$ cat config.mk
export PLATFORM = sky130hd
export DESIGN_NAME = minmax_window_tracker_flat
export DESIGN_NICKNAME = d
export VERILOG_FILES = /design/src/rtl/minmax_window_tracker_if.sv /design/src/rtl/minmax_window_tracker.sv /design/src/flat_wrapper.sv
export SDC_FILE = /design/constraint.sdc
export NUM_CORES = 1
export LEC_CHECK = 0
export CORE_MARGIN = 10
export CORE_UTILIZATION = 48
export CTS_CLUSTER_SIZE = 30
export DETAILED_ROUTE_END_ITERATION = 8
export GPL_ROUTABILITY_DRIVEN = 0
export PLACE_DENSITY = 0.78
export SYNTH_ARGS = -nofsm -noshare
export SYNTH_HDL_FRONTEND = slang
export SYNTH_SLANG_ARGS = --single-unit
export TNS_END_PERCENT = 100
$ cat constraint.sdc
create_clock -name clk -period 4.1 [get_ports clk]
set_input_delay 0.82 -clock clk [delete_from_list [all_inputs] [get_ports clk]]
set_output_delay 0.82 -clock clk [all_outputs]
set_load 0.005 [all_outputs]
$ cat src/rtl/minmax_window_tracker_if.sv
// Bus bundle for the min/max window tracker: the sample input stream, the
// window result output stream and a debug view of the FSM state.
//
// Handshake rule (both streams): the producer raises valid and holds it, with
// its data stable, until the consumer's ready is high on a rising edge. A
// transfer happens on every edge where valid && ready. A producer never drops
// valid before that transfer, and ready may be driven combinationally.
interface minmax_window_tracker_if #(
  parameter int DATA_W = 8,
  parameter int CNT_W  = 5
);
  logic              in_valid;
  logic              in_ready;
  logic [DATA_W-1:0] in_data;
  logic              flush;
  logic              out_valid;
  logic              out_ready;
  logic [DATA_W-1:0] out_min;
  logic [DATA_W-1:0] out_max;
  logic [DATA_W-1:0] out_range;
  logic [CNT_W-1:0]  out_count;
  logic              fsm_state;  // 0 = ACCUM, 1 = HOLD

  // The environment side: it drives samples, flush and result acceptance.
  modport master (
    output in_valid, in_data, flush, out_ready,
    input  in_ready, out_valid, out_min, out_max, out_range, out_count, fsm_state
  );

  // The tracker side.
  modport slave (
    input  in_valid, in_data, flush, out_ready,
    output in_ready, out_valid, out_min, out_max, out_range, out_count, fsm_state
  );
endinterface

$ cat src/rtl/minmax_window_tracker.sv
// Tracks the running unsigned min/max of a sample stream over windows of
// WINDOW_LEN samples (or fewer when flushed) and holds the window summary
// on the output stream until it is taken.
module minmax_window_tracker #(
  parameter int DATA_W     = 8,
  parameter int WINDOW_LEN = 16,
  parameter int CNT_W      = $clog2(WINDOW_LEN + 1)
) (
  input  logic                   clk,
  input  logic                   rst_n,
  minmax_window_tracker_if.slave bus
);

  typedef enum logic {ACCUM = 1'b0, HOLD = 1'b1} state_t;

  state_t            state;
  logic [CNT_W-1:0]  count;
  logic [DATA_W-1:0] cur_min;
  logic [DATA_W-1:0] cur_max;

  logic              out_valid_q;
  logic [DATA_W-1:0] out_min_q;
  logic [DATA_W-1:0] out_max_q;
  logic [DATA_W-1:0] out_range_q;
  logic [CNT_W-1:0]  out_count_q;

  logic              accept;
  logic              close;
  logic [CNT_W-1:0]  nxt_count;
  logic [DATA_W-1:0] nxt_min;
  logic [DATA_W-1:0] nxt_max;

  // Samples are only taken while accumulating and out of reset.
  assign bus.in_ready  = rst_n && (state == ACCUM);
  assign accept        = bus.in_valid && bus.in_ready;

  assign bus.out_valid = out_valid_q;
  assign bus.out_min   = out_min_q;
  assign bus.out_max   = out_max_q;
  assign bus.out_range = out_range_q;
  assign bus.out_count = out_count_q;
  assign bus.fsm_state = state;

  // Post-update window statistics, including this cycle's sample if taken;
  // the close decision and the registered result both use these.
  always_comb begin
    nxt_min   = cur_min;
    nxt_max   = cur_max;
    nxt_count = count;
    if (accept) begin
      nxt_count = count + CNT_W'(1);
      if (count == '0) begin
        nxt_min = bus.in_data;
        nxt_max = bus.in_data;
      end else begin
        // Strict compares so a tie keeps the stored value.
        if (bus.in_data < cur_min) nxt_min = bus.in_data;
        if (bus.in_data > cur_max) nxt_max = bus.in_data;
      end
    end
    close = (state == ACCUM) &&
            ((accept && (nxt_count == CNT_W'(WINDOW_LEN))) ||
             (bus.flush && (nxt_count != '0)));
  end

  // Window FSM: accumulate, then hold the result until it is accepted.
  always_ff @(posedge clk) begin
    if (!rst_n) begin
      state       <= ACCUM;
      count       <= '0;
      cur_min     <= '0;
      cur_max     <= '0;
      out_valid_q <= 1'b0;
      out_min_q   <= '0;
      out_max_q   <= '0;
      out_range_q <= '0;
      out_count_q <= '0;
    end else begin
      case (state)
        ACCUM: begin
          count   <= nxt_count;
          cur_min <= nxt_min;
          cur_max <= nxt_max;
          if (close) begin
            out_min_q   <= nxt_min;
            out_max_q   <= nxt_max;
            // nxt_max >= nxt_min always holds, so this never wraps.
            out_range_q <= nxt_max - nxt_min;
            out_count_q <= nxt_count;
            out_valid_q <= 1'b1;
            state       <= HOLD;
          end
        end
        HOLD: begin
          // Result registers keep their values after the handshake.
          if (bus.out_ready) begin
            out_valid_q <= 1'b0;
            count       <= '0;
            state       <= ACCUM;
          end
        end
        default: state <= ACCUM;
      endcase
    end
  end

endmodule
$ cat src/flat_wrapper.sv
// flat-port wrapper written by rule: the top's interface ports become plain ports
module minmax_window_tracker_flat 
#(
  parameter int DATA_W     = 8,
  parameter int WINDOW_LEN = 16,
  parameter int CNT_W      = $clog2(WINDOW_LEN + 1)
)
  (clk, rst_n, bus_in_valid, bus_in_data, bus_flush, bus_out_ready, bus_in_ready, bus_out_valid, bus_out_min, bus_out_max, bus_out_range, bus_out_count, bus_fsm_state);
  minmax_window_tracker_if #(.DATA_W(DATA_W), .CNT_W(CNT_W)) bus_i ();
  input  logic clk;
  input  logic rst_n;
  input wire logic [$bits(bus_i.in_valid)-1:0] bus_in_valid;
  input wire logic [$bits(bus_i.in_data)-1:0] bus_in_data;
  input wire logic [$bits(bus_i.flush)-1:0] bus_flush;
  input wire logic [$bits(bus_i.out_ready)-1:0] bus_out_ready;
  output wire logic [$bits(bus_i.in_ready)-1:0] bus_in_ready;
  output wire logic [$bits(bus_i.out_valid)-1:0] bus_out_valid;
  output wire logic [$bits(bus_i.out_min)-1:0] bus_out_min;
  output wire logic [$bits(bus_i.out_max)-1:0] bus_out_max;
  output wire logic [$bits(bus_i.out_range)-1:0] bus_out_range;
  output wire logic [$bits(bus_i.out_count)-1:0] bus_out_count;
  output wire logic [$bits(bus_i.fsm_state)-1:0] bus_fsm_state;
  assign bus_i.in_valid = bus_in_valid;
  assign bus_i.in_data = bus_in_data;
  assign bus_i.flush = bus_flush;
  assign bus_i.out_ready = bus_out_ready;
  assign bus_in_ready = bus_i.in_ready;
  assign bus_out_valid = bus_i.out_valid;
  assign bus_out_min = bus_i.out_min;
  assign bus_out_max = bus_i.out_max;
  assign bus_out_range = bus_i.out_range;
  assign bus_out_count = bus_i.out_count;
  assign bus_fsm_state = bus_i.fsm_state;
  minmax_window_tracker #(.DATA_W(DATA_W), .WINDOW_LEN(WINDOW_LEN), .CNT_W(CNT_W)) u_core (.clk(clk), .rst_n(rst_n), .bus(bus_i));
endmodule
; ---- Word-level counts from Yosys, hierarchy flattened
; Index checks and enable logic that the tools add are counted.
[op_classes]
eq_ne = 3
n_addsub = 2
reduce_logical = 10
mux = 15
n_lt_le_gt_ge = 2
bitwise_logic = 1
[ops]
columns = operator, count
row1 = 8-bit two-way mux, 6
row2 = 5-bit two-way mux, 2
row3 = 5-bit case mux with 2 select lines, 1
row4 = 8-bit > comparator, 1
row5 = 8-bit < comparator, 1
row6 = 8-bit subtractor, 1
row7 = "5-bit by 1-bit adder with 5-bit output, second input constant", 1
row8 = "5-bit equality test, second input constant", 1
row9 = 1-bit logical AND, 5
row10 = 5-bit zero test, 1
row11 = 5-bit nonzero test, 1
row12 = 1-bit two-way mux, 4
row13 = 1-bit case mux with 2 select lines, 2
row14 = 2-bit AND reduction, 2
row15 = "2-bit by 1-bit inequality test with 1-bit output, second input constant", 1
row16 = "2-bit inequality test, second input constant", 1
row17 = 1-bit logical OR, 1
row18 = 1-bit inverter, 1
[totals]
word_cells = 42
input_bits = 13
regBits = 52
output_inout_bits = 32

; ---- Depth between registers and ports, before layout
; Gate-level depths: netlist of run 1.
[depth]
depth_word = 10
ltp_mapped = 17
ltp_nobuf = 17

; ---- Worst setup path after synthesis of run 1
; Ideal clock, no wire load.
[synth_timing]
path_type = input -> register
start = input port bus_in_data[7]
end = register u_core.out_range_q[7], in the netlist u_core.bus.out_range[7]
setup_time_ps = 74
arrival_ps = 3920
t_required_ps = 4026
cell_stages = 15
setup_slack_ps = 106
n_path_buf = 0
cell_sequence = ha_1 -> a21oi_1 -> o21ai_1 -> o41ai_1 -> nor2_2 -> a21oi_1 -> inv_1 -> ha_1 -> nor2b_1 -> o21a_1 -> a311oi_1 -> o2bb2ai_1 -> nand3_1 -> a21o_1 -> a31oi_1
[synth_via]
elab_chain_len = 5
word_cells_on_any_way = 9
classes_between = add/sub: 1 / order compare: 2 / mux: 6
[synth_rtl]
columns = item, line_no
row1 = "start, declared", flat_wrapper.sv:13  ; input wire logic [$bits(bus_i.in_data)-1:0] bus_in_data;
row2 = 8-bit > comparator, minmax_window_tracker.sv:58  ; if (bus.in_data > cur_max) nxt_max = bus.in_data;
row3 = 8-bit two-way mux, minmax_window_tracker.sv:58
row4 = 8-bit two-way mux, minmax_window_tracker.sv:52  ; if (count == '0) begin
row5 = 8-bit two-way mux, minmax_window_tracker.sv:50  ; if (accept) begin
row6 = via u_core.nxt_max[1], minmax_window_tracker.sv:31  ; logic [DATA_W-1:0] nxt_max;
row7 = 8-bit subtractor, minmax_window_tracker.sv:88  ; out_range_q <= nxt_max - nxt_min;
row8 = "end signal, assigned", minmax_window_tracker.sv:88
row9 = "end, declared", minmax_window_tracker.sv:24  ; logic [DATA_W-1:0] out_range_q;
; The timed path passes the listed nets, and every way through them passes these cells.
; A chain may end at the register's enable or synchronous reset.

; ---- Final worst setup path of run 1
[layout_timing]
start = input port bus_in_data[5]
end = register u_core.out_range_q[7], in the netlist u_core.bus.out_range[7]
; The elaborated chain is that of the path after synthesis.

==> qor.yml, run 1 <==
status:
  outcome: "finished, final reports clean"
final_layout:
  nets: 430
  n_fill_cell: 456
  stdcell_area_um2: 3770
  register_area_um2: 1040
  stdcell_count: 465
  area_growth_pct: 34.0
  drive_above_1_share_pct: 21.9
  n_antenna_cell: 0
  final_util_pct: 67.2
  multi_input_area_um2: 1710
timing:
  final_max_slew_viol_count: 0
  period_share_pct: 98.5
  worst_pin_slew_ns: 0.655
  max_slew_margin_pct: 56.3
  fmax_mhz: 248
  setup_violations: 0
  clock_skew_ns: 0.00767
  period_minus_slack_ns: 4.04
  finalHoldViolCount: 0
  holdWs_ns: 0.496
floorplanning:
  top_level_ports: 45
  num_rows: 27
  start_util_pct: 50.1
  die_area_um2: 9320
  die_x_um: 96.5
  die_h_um: 96.5
  core_area_um2: 5610
cts:
  cts_sinks: 52
  worstSkewPairLatency_ns: 0.31
  cts.htree.levels: 2
  hold_buffers: 0
  path_clk_slew_ns: 0.09
  root_buffer: "clkbuf_8"
  cts_buffers: 5
  cts_tree: "yes"
  cts_buffer_depth: 2
grt:
  grt_use_total_pct: 14.1
  antenna_found_initial: 0
  grt_pass1_vias: 2350
  grt_first_pass_wirelength_um: 10600
  grt_max_degree: 48
  grt_overflow: 0
placed_design:
  dp.cells: 453
  dp_hpwl_um: 4860
  dpl-instance-area_um2: 3540
  portBuffers: 44
drt:
  drt-initial-drc-count: 81
  via_per_inst: 5.16
  drt-wirelength-per-cell_um: 14.3
  drc: 0
  wirelength_um: 6650
  dr.pass1.iters: 4
  vias: 2401
  final_antenna_net_count: 0
yosys:
  async_flop_share_pct: 0
  ys_seq_area_share_pct: 37.0
  syn_nets: 350
  synth_edf_count: 0
  syn_inst: 312
  netlist_area_um2: 2810
  ys.flop_type: "dfxtp_1"
  yosysWarningCount: 0
  ys_ff_latch: 52
  synth_cell_types: 51
  synth.avg_cell_area_um2: 9.01
worst_setup_path:
  critPathKind: "in2reg"
  slowest_delay_ns: 0.44
  endpoint_kind: "flip-flop"
  crit_slowest_cell: "clkdlybuf4s50_1"
  path_delay_family: "compound AO/OA/AOI/OAI gates"
  cp.required_ns: 4.34
  crit_arrival_ns: 4.28
  critPathMaxFanout: 6
  critPathBufInv: 3
  crit_path_start_kind: "input pin"
  crit_chain: "clkdlybuf4s50_1 > ha_1 > a21oi_2 > o21ai_1 > o41ai_2 > buf_4 > nor2_4 > mux2_2 > ha_1 > buf_4 > o21a_1 > a311oi_2 > o2bb2ai_2 > nand3_2 > a21o_1 > a31oi_1"
power_and_ir_drop:
  p_leak_nw: 1.49
  ir_drop_v: 0.000194
  power_density_nw_per_um2: 352
hold_path:
  hold_class: "reg2reg"
flow_run:
  maxCapViolCount: 0
## metal layers
layer / up-vias / global-route usage (%) / routed length [um]
met5: - / 0 / 0
met4: 0 / 4.60 / 69
met3: 8 / 4.55 / 425
met2: 43 / 22.5 / 3150
met1: 1106 / 17.6 / 3010
li1: 1244 / - / -
## report_power, final
| part | switching, mW | total, mW | internal [mW] |
|---|---|---|---|
| logic | 0.209 | 0.453 | 0.244 |
| clock network | 0.163 | 0.301 | 0.137 |
| registers | 0.0250 | 0.571 | 0.546 |
| total | 0.397 | 1.33 | 0.928 |
## timing repair
| item | in CTS | in global routing |
|---|---|---|
| endpoints found under the setup margin | 1 | 3 |
| endpoints found under the hold margin | 0 | 0 |
| buffers inserted | 0 | 4 |
| pin swaps | 0 | 5 |
| gates resized for setup | 1 | 20 |
## final timing paths
path | start | endpoint | slack [ns] | cells past startpoint
worst max-delay path | bus_in_data[5] | u_core.bus.out_range[7] | 0.06 | 16
worst min-delay path | u_core.bus.out_count[4] | u_core.bus.out_count[4] | 0.50 | 2
worst max register to register | u_core.count[0] | u_core.bus.out_range[7] | 0.55 | 15
worst min register to register | u_core.bus.out_count[4] | u_core.bus.out_count[4] | 0.50 | 2
## worst min-delay path, delay by kind of cell, from the launching register on
family,cells,cell delay (ns)
compound gates,1,0.06
flops,1,0.34
simple gates,1,0.07
## cell type report
class,instances,area share (%)
clock buffers,7,2.29
clock inverters,1,0.199
inverters,21,2.09
multi-input cells,227,45.4
flip-flops and latches,52,27.6
well taps,72,2.39
repair buffers,85,20.0
## cells by family (layout without fill, tap and decap cells)
family                   count (synthesis)  after routing  synth area share (%)
XOR/XNOR                                 4              4                  1.25
adder cells (fa/ha/maj)                 25             25                  11.4
multiplexers                            26             26                  9.61
buffers and inverters                   33            114                  5.47
AND/OR/NAND/NOR                        105            105                  18.5
flip-flops                              52             52                  37.0
AO/OA/AOI/OAI                           67             67                  16.7
## registers in the layout, indices dropped and copies added (netlist names)
| signal | cells |
|---|---|
| u_core.bus.out_max | 8 |
| u_core.bus.out_min | 8 |
| u_core.bus.out_range | 8 |
| u_core.cur_max | 8 |
| u_core.cur_min | 8 |
| u_core.bus.out_count | 5 |
| u_core.count | 5 |
| u_core.bus.fsm_state | 1 |
| u_core.bus.out_valid | 1 |
## synthesized netlist by cell type (all sizes together) (2+ instances only)
cell / number / area, um^2
a211oi: 13 / 118
a21o: 2 / 15.0
a21oi: 19 / 98.9
a311oi: 4 / 35.0
and2: 7 / 43.8
buf: 6 / 52.5
clkbuf: 6 / 22.5
dfxtp: 52 / 1040
ha: 24 / 300
inv: 21 / 78.8
mux2: 8 / 90.1
mux2i: 18 / 180
nand2: 9 / 33.8
nand2b: 2 / 15.0
nand3: 5 / 25.0
nand3b: 2 / 15.0
nand4: 4 / 31.3
nor2: 60 / 238
nor2b: 6 / 37.5
o21a: 4 / 30.0
o21ai: 16 / 87.6
or3: 4 / 30.0
xnor2: 3 / 26.3
## placed cells by master, fill, tap and decap left out, types with 2 or more instances in the layout
cell type        instances
clkdlybuf4s50_1         43
mux2i_4                  2
ha_1                    23
o21ai_0                 11
nand3_1                  4
a21oi_2                  5
nand2_1                  9
a211oi_2                 4
or3_1                    3
mux2i_1                 14
mux2i_2                  2
a21oi_1                 14
nor2b_1                  6
clkbuf_8                 6
a311oi_1                 3
o21a_1                   4
nand3b_1                 2
a211oi_1                 9
o21ai_2                  2
inv_1                   21
nor2_1                  55
buf_4                   40
mux2_1                   2
nand4_1                  3
dfxtp_1                 52
mux2_2                   6
o21ai_1                  3
xnor2_1                  3
and2_1                   7
nor2_2                   4
a21o_1                   2
## metrics by stage
stage	TNS [ns]	worst slack [ns]	total power, mW
2_1_floorplan	0	0.106	0.828
3_3_place_gp	-0.484	-0.186	0.992
3_5_place_dp	-0.945	-0.332	1.00
4_1_cts	0	0.0255	1.31
5_1_grt	-0.280	-0.132	1.41
6_report	0	0.0635	1.33
Power figures use the tool's default switching activity.
==> run 2: changes to the inputs <==
Settings changed: CORE_MARGIN 10 to not set.
==> run 2 against run 1 <==
  * Hold slack barely moved
  * First-iteration DRC count rose by 12%
  * Setup slack improved by 0.035 ns
  * Clock skew fell by 0.0018 ns
  * Clock power fell by 7.0%
  * Maximum frequency rose by 0.86%
  * Largest cell class unchanged
  * Largest power group unchanged
==> qor.yml, run 2 (synthesized netlist as in run 1, its figures left out) <==
status:
  outcome: "finished, final reports clean"
timing:
  period_minus_slack_ns: 4.00  # -0.0345 ns
  worst_pin_slew_ns: 0.667  # +0.0114 ns
  setup_violations: 0  # unchanged
  max_slew_margin_pct: 55.6  # -0.76 points
  finalHoldViolCount: 0  # unchanged
  clock_skew_ns: 0.00592  # -0.00175 ns
  final_max_slew_viol_count: 0  # unchanged
  fmax_mhz: 250  # +0.86%
  holdWs_ns: 0.496  # -0.000498 ns
  period_share_pct: 97.6  # -0.84 points
  fin_setup_tns_ns: 0  # unchanged
worst_setup_path:
  slowest_delay_ns: 0.47  # +0.03 ns
  path_delay_family: "compound AO/OA/AOI/OAI gates"
  endpoint_kind: "flip-flop"
  critPathBufInv: 3  # unchanged
  critPathMaxFanout: 6  # unchanged
  crit_chain: "clkdlybuf4s50_1 > ha_1 > nand2b_1 > a21oi_1 > o41ai_2 > buf_4 > nor2_4 > buf_4 > mux2_2 > ha_1 > nor2b_1 > a311oi_2 > o2bb2ai_2 > nand3_1 > a21o_1 > a31oi_1"
  crit_path_start_kind: "input pin"
  crit_arrival_ns: 4.23  # -0.05 ns
  crit_slowest_cell: "clkdlybuf4s50_1"
  critPathKind: "in2reg"
  cp.required_ns: 4.33  # about the same
drt:
  via_per_inst: 5.39  # +4.4%
  dr.pass1.iters: 4  # unchanged
  drt-wirelength-per-cell_um: 14.2  # -0.66%
  wirelength_um: 6580  # -1.1%
  final_antenna_net_count: 0  # unchanged
  drt-initial-drc-count: 91  # +12%
  vias: 2495  # +3.9%
  drc: 0  # unchanged
cts:
  cts_sinks: 52  # unchanged
  cts_buffers: 5  # unchanged
  cts.htree.levels: 2  # unchanged
  cts_buffer_depth: 2  # unchanged
  worstSkewPairLatency_ns: 0.30  # about the same
  path_clk_slew_ns: 0.09  # about the same
  root_buffer: "clkbuf_8"
  cts_tree: "yes"
power_and_ir_drop:
  ir_drop_v: 0.000192  # -1.1%
  power_density_nw_per_um2: 347  # -1.3%
  p_leak_nw: 1.49  # +0.17%
final_layout:
  final_cell_mix: "55 x nor2_1, 52 x dfxtp_1, 42 x clkdlybuf4s50_1"
  drive_above_1_share_pct: 22.3  # +0.37 points
  n_fill_cell: 459  # +0.66%
  mostFrequentLayoutCell: "nor2_1"
  n_antenna_cell: 0  # unchanged
  nets: 429  # -0.23%
  area_growth_pct: 34.8
grt:
  grt_max_degree: 48  # unchanged
  grt_pass1_vias: 2289  # -2.6%
  antenna_found_initial: 0  # unchanged
  grt_use_total_pct: 20.8  # +6.7 points
  grt_overflow: 0  # unchanged
  grt_first_pass_wirelength_um: 10300  # -2.8%
hold_path:
  hold_class: "reg2reg"
floorplanning:
  num_rows: 27  # unchanged
  die_x_um: 78.5  # -19%
  die_h_um: 78.5  # -19%
  start_util_pct: 50.4  # +0.30 points
  core_area_um2: 5570  # -0.60%
  top_level_ports: 45  # unchanged
  die_area_um2: 6170  # -34%
flow_run:
  maxCapViolCount: 0  # unchanged
placed_design:
  portBuffers: 44  # unchanged
  dp_hpwl_um: 4720  # -3.0%
## run 2: final cells by class
class                      count  area [um^2]  share of cell area [%]
clock inverter                 1         5.00                   0.132
inverter                      21         78.8                    2.08
sequential                    52         1040                    27.5
clock buffer                   6         72.6                    1.91
timing repair buffer          84          753                    19.9
tap                           72         90.1                    2.38
multi-input combinational    227         1750                    46.2
## run 2: worst register-to-register path: stages (launching register included)
cell	delay (ns)
dfxtp_1	0.39
inv_1	0.10
ha_1	0.14
nor4b_2	0.45
o41ai_2	0.11
buf_4	0.16
nor2_4	0.19
buf_4	0.16
mux2_2	0.35
ha_1	0.35
nor2b_1	0.16
a311oi_2	0.31
o2bb2ai_2	0.15
nand3_1	0.11
a21o_1	0.18
a31oi_1	0.16
## run 2: worst paths after layout
path                      startpoint                       to  slack [ns]  cells past startpoint
min          u_core.bus.out_count[4]  u_core.bus.out_count[4]        0.50                      2
max                   bus_in_data[1]  u_core.bus.out_range[7]         0.1                     16
max reg2reg          u_core.count[0]  u_core.bus.out_range[7]        0.58                     15
min reg2reg  u_core.bus.out_count[4]  u_core.bus.out_count[4]        0.50                      2
## run 2: where the power goes
| group | leakage [nW] | switching (mW) | internal [mW] |
|---|---|---|---|
| sequential | 0.424 | 0.0284 | 0.546 |
| combinational | 1.03 | 0.212 | 0.249 |
| clock | 0.0410 | 0.163 | 0.117 |
## run 2: metal layers
layer  global-route usage (%)  vias up  wire [um]
li1                         -     1246          -
met1                     26.9     1177       3000
met2                     35.7       66       3200
met3                     2.67        6        330
met4                     6.30        0         53
met5                        0        -          0
## run 2: per-stage QoR
step           utilization, %  area, um^2  setup WS [ns]  instances  total power, mW
5_1_grt                  68.0        3790        -0.0276        463             1.39
3_3_place_gp             63.6        3540         -0.177        453            0.989
4_1_cts                  65.0        3620        0.00709        460             1.28
6_report                 68.0        3790         0.0980        463             1.32
2_1_floorplan               -        2810          0.106        312            0.828
3_5_place_dp             63.6        3540         -0.302        453             1.00
## run 2: repair_timing
| action | in CTS | in global routing |
|---|---|---|
| gates resized for setup | 1 | 28 |
| hold buffers | 0 | 0 |
| pin swaps | 0 | 7 |
| setup buffers | 0 | 3 |
| setup endpoints to repair | 1 | 4 |
==> run 3: changes to the inputs <==
Settings changed: CAP_MARGIN set to 10, CORE_MARGIN set to 3.
==> run 3 against run 2 <==
  * Sequential share of layout area decreased by 0.16 points
  * Sequential power decreased by 0.7%
  * Wire length rose by 6.7%
  * Via count barely moved
  * Global-route usage decreased by 0.12 points
  * Clock skew grew 0.0017 ns
  * Critical endpoint unchanged
  * Largest power group unchanged
==> qor.yml, run 3 (synthesized netlist as in run 1, its figures left out) <==
drt:
  via_per_inst: 5.36  # -0.56%
  drt-wirelength-per-cell_um: 15.1  # +6.0%
  vias: 2497  # +0.080%
  drt-initial-drc-count: 76  # -16%
  drc: 0  # unchanged
  final_antenna_net_count: 0  # unchanged
  dr.pass1.iters: 4  # unchanged
  wirelength_um: 7020  # +6.7%
timing:
  final_max_slew_viol_count: 0  # unchanged
  finalHoldViolCount: 0  # unchanged
  clock_skew_ns: 0.00759  # +0.00167 ns
  max_slew_margin_pct: 54.4  # -1.2 points
  setup_violations: 0  # unchanged
  worst_pin_slew_ns: 0.683  # +0.0162 ns
  period_minus_slack_ns: 4.02  # +0.0139 ns
  period_share_pct: 97.9  # +0.34 points
  fmax_mhz: 249  # -0.35%
floorplanning:
  num_rows: 27  # unchanged
  start_util_pct: 50.4  # unchanged
  top_level_ports: 45  # unchanged
  core_area_um2: 5570  # unchanged
  die_area_um2: 6810  # +10%
  die_h_um: 82.5  # +5.1%
  die_x_um: 82.5  # +5.1%
power_and_ir_drop:
  p_leak_nw: 1.50  # about the same
  power_density_nw_per_um2: 356  # +2.4%
  ir_drop_v: 0.000252  # +31%
grt:
  grt_overflow: 0  # unchanged
  grt_use_met2_pct: 36.0  # +0.24 points
  grt_max_degree: 48  # unchanged
  grt_pass1_vias: 2440  # +6.6%
  grt_use_total_pct: 20.7  # -0.12 points
  grt_first_pass_wirelength_um: 11000  # +7.1%
  grtUsageMet1_pct: 26.6  # -0.30 points
  antenna_found_initial: 0  # unchanged
  grt_util_met3_pct: 3.80  # +1.1 points
  top_usage_layer: "met2"
hold_path:
  hold_class: "reg2reg"
cts:
  hold_buffers: 0  # unchanged
  cts_sinks: 52  # unchanged
  cts.htree.levels: 2  # unchanged
  cts_buffers: 5  # unchanged
  cts_buffer_depth: 2  # unchanged
  root_buffer: "clkbuf_8"
  cts_tree: "yes"
  path_clk_slew_ns: 0.09  # about the same
  worstSkewPairLatency_ns: 0.30  # about the same
final_layout:
  multi_input_area_um2: 1740  # -0.57%
  area_growth_pct: 35.6
  final_cell_mix: "55 x nor2_1, 52 x dfxtp_1, 44 x clkdlybuf4s50_1"
  nets: 432  # +0.70%
  final_util_pct: 68.4  # +0.40 points
  n_antenna_cell: 0  # unchanged
  drive_above_1_share_pct: 23.1  # +0.85 points
  mostFrequentLayoutCell: "nor2_1"
  register_area_um2: 1040  # unchanged
  stdcell_area_um2: 3810  # +0.59%
  n_fill_cell: 445  # -3.1%
placed_design:
  dpl-instance-area_um2: 3570  # +0.85%
  portBuffers: 44  # unchanged
  dp_hpwl_um: 4910  # +4.1%
worst_setup_path:
  endpoint_kind: "flip-flop"
  cp.required_ns: 4.33  # about the same
  critPathMaxFanout: 6  # unchanged
  crit_path_start_kind: "input pin"
  critPathKind: "in2reg"
  crit_arrival_ns: 4.25  # +0.02 ns
flow_run:
  maxCapViolCount: 0  # unchanged
status:
  outcome: "finished, final reports clean"
## run 3: cell count changes in the layout (fill, tap and decap cells not counted), sizes merged
| cell | delta |
|---|---|
| buf | +3 |
| clkbuf | +1 |
| clkdlybuf4s50 | +2 |
| clkinv | -1 |
| dlymetal6s2s | -2 |
## run 3: cell type report
class	count	share of cell area, %
inverters	21	2.07
flip-flops and latches	52	27.3
repair buffers	87	20.1
well taps	72	2.36
clock buffers	7	2.53
multi-input cells	227	45.6
## run 3: worst paths after layout
check,slack [ns],cells past startpoint,start,to
max,0.08,17,bus_in_data[5],u_core.bus.out_range[7]
min,0.50,2,u_core.bus.out_range[3],u_core.bus.out_range[3]
max reg2reg,0.47,15,u_core.count[0],u_core.bus.out_range[7]
min reg2reg,0.50,2,u_core.bus.out_range[3],u_core.bus.out_range[3]
## run 3: metrics by stage
stage	setup TNS (ns)	total power, mW	worst slack [ns]	hold WS, ns	std cells
after floorplan	0	0.828	0.106	0.460	312
after global placement	-0.469	0.997	-0.191	0.473	457
after detailed placement	-0.902	1.01	-0.307	0.479	457
after CTS	0	1.32	0.00449	0.496	464
after global routing	-0.143	1.43	-0.0898	0.527	466
final	0	1.36	0.0841	0.498	466
## run 3: power breakdown
part	switching, mW	internal (mW)
clock network	0.162	0.151
registers	0.0251	0.546
logic	0.221	0.251
## run 3: per-layer routing
layer  vias up  part of all wire [%]
met2        53                    51
li1       1252                     -
met4         0                   1.6
met3        14                   3.7
met1      1178                    44
met5         -                     0
## run 3: timing repair
action,CTS,global route
setup buffers,0,2
endpoints found under the setup margin,1,4
gates resized for setup,1,25
pin swaps,1,9
## run 3: worst max-delay path, cell delays in order
cell	delay, ns
clkdlybuf4s50_1	0.44
buf_4	0.16
ha_1	0.30
nand2_1	0.08
nor3_2	0.23
a21oi_2	0.11
o21ai_4	0.23
buf_6	0.19
mux2i_4	0.26
ha_1	0.29
a21oi_1	0.17
nor2b_1	0.08
a311oi_2	0.25
o2bb2ai_2	0.16
nand3_1	0.13
a21o_1	0.19
a31oi_1	0.16
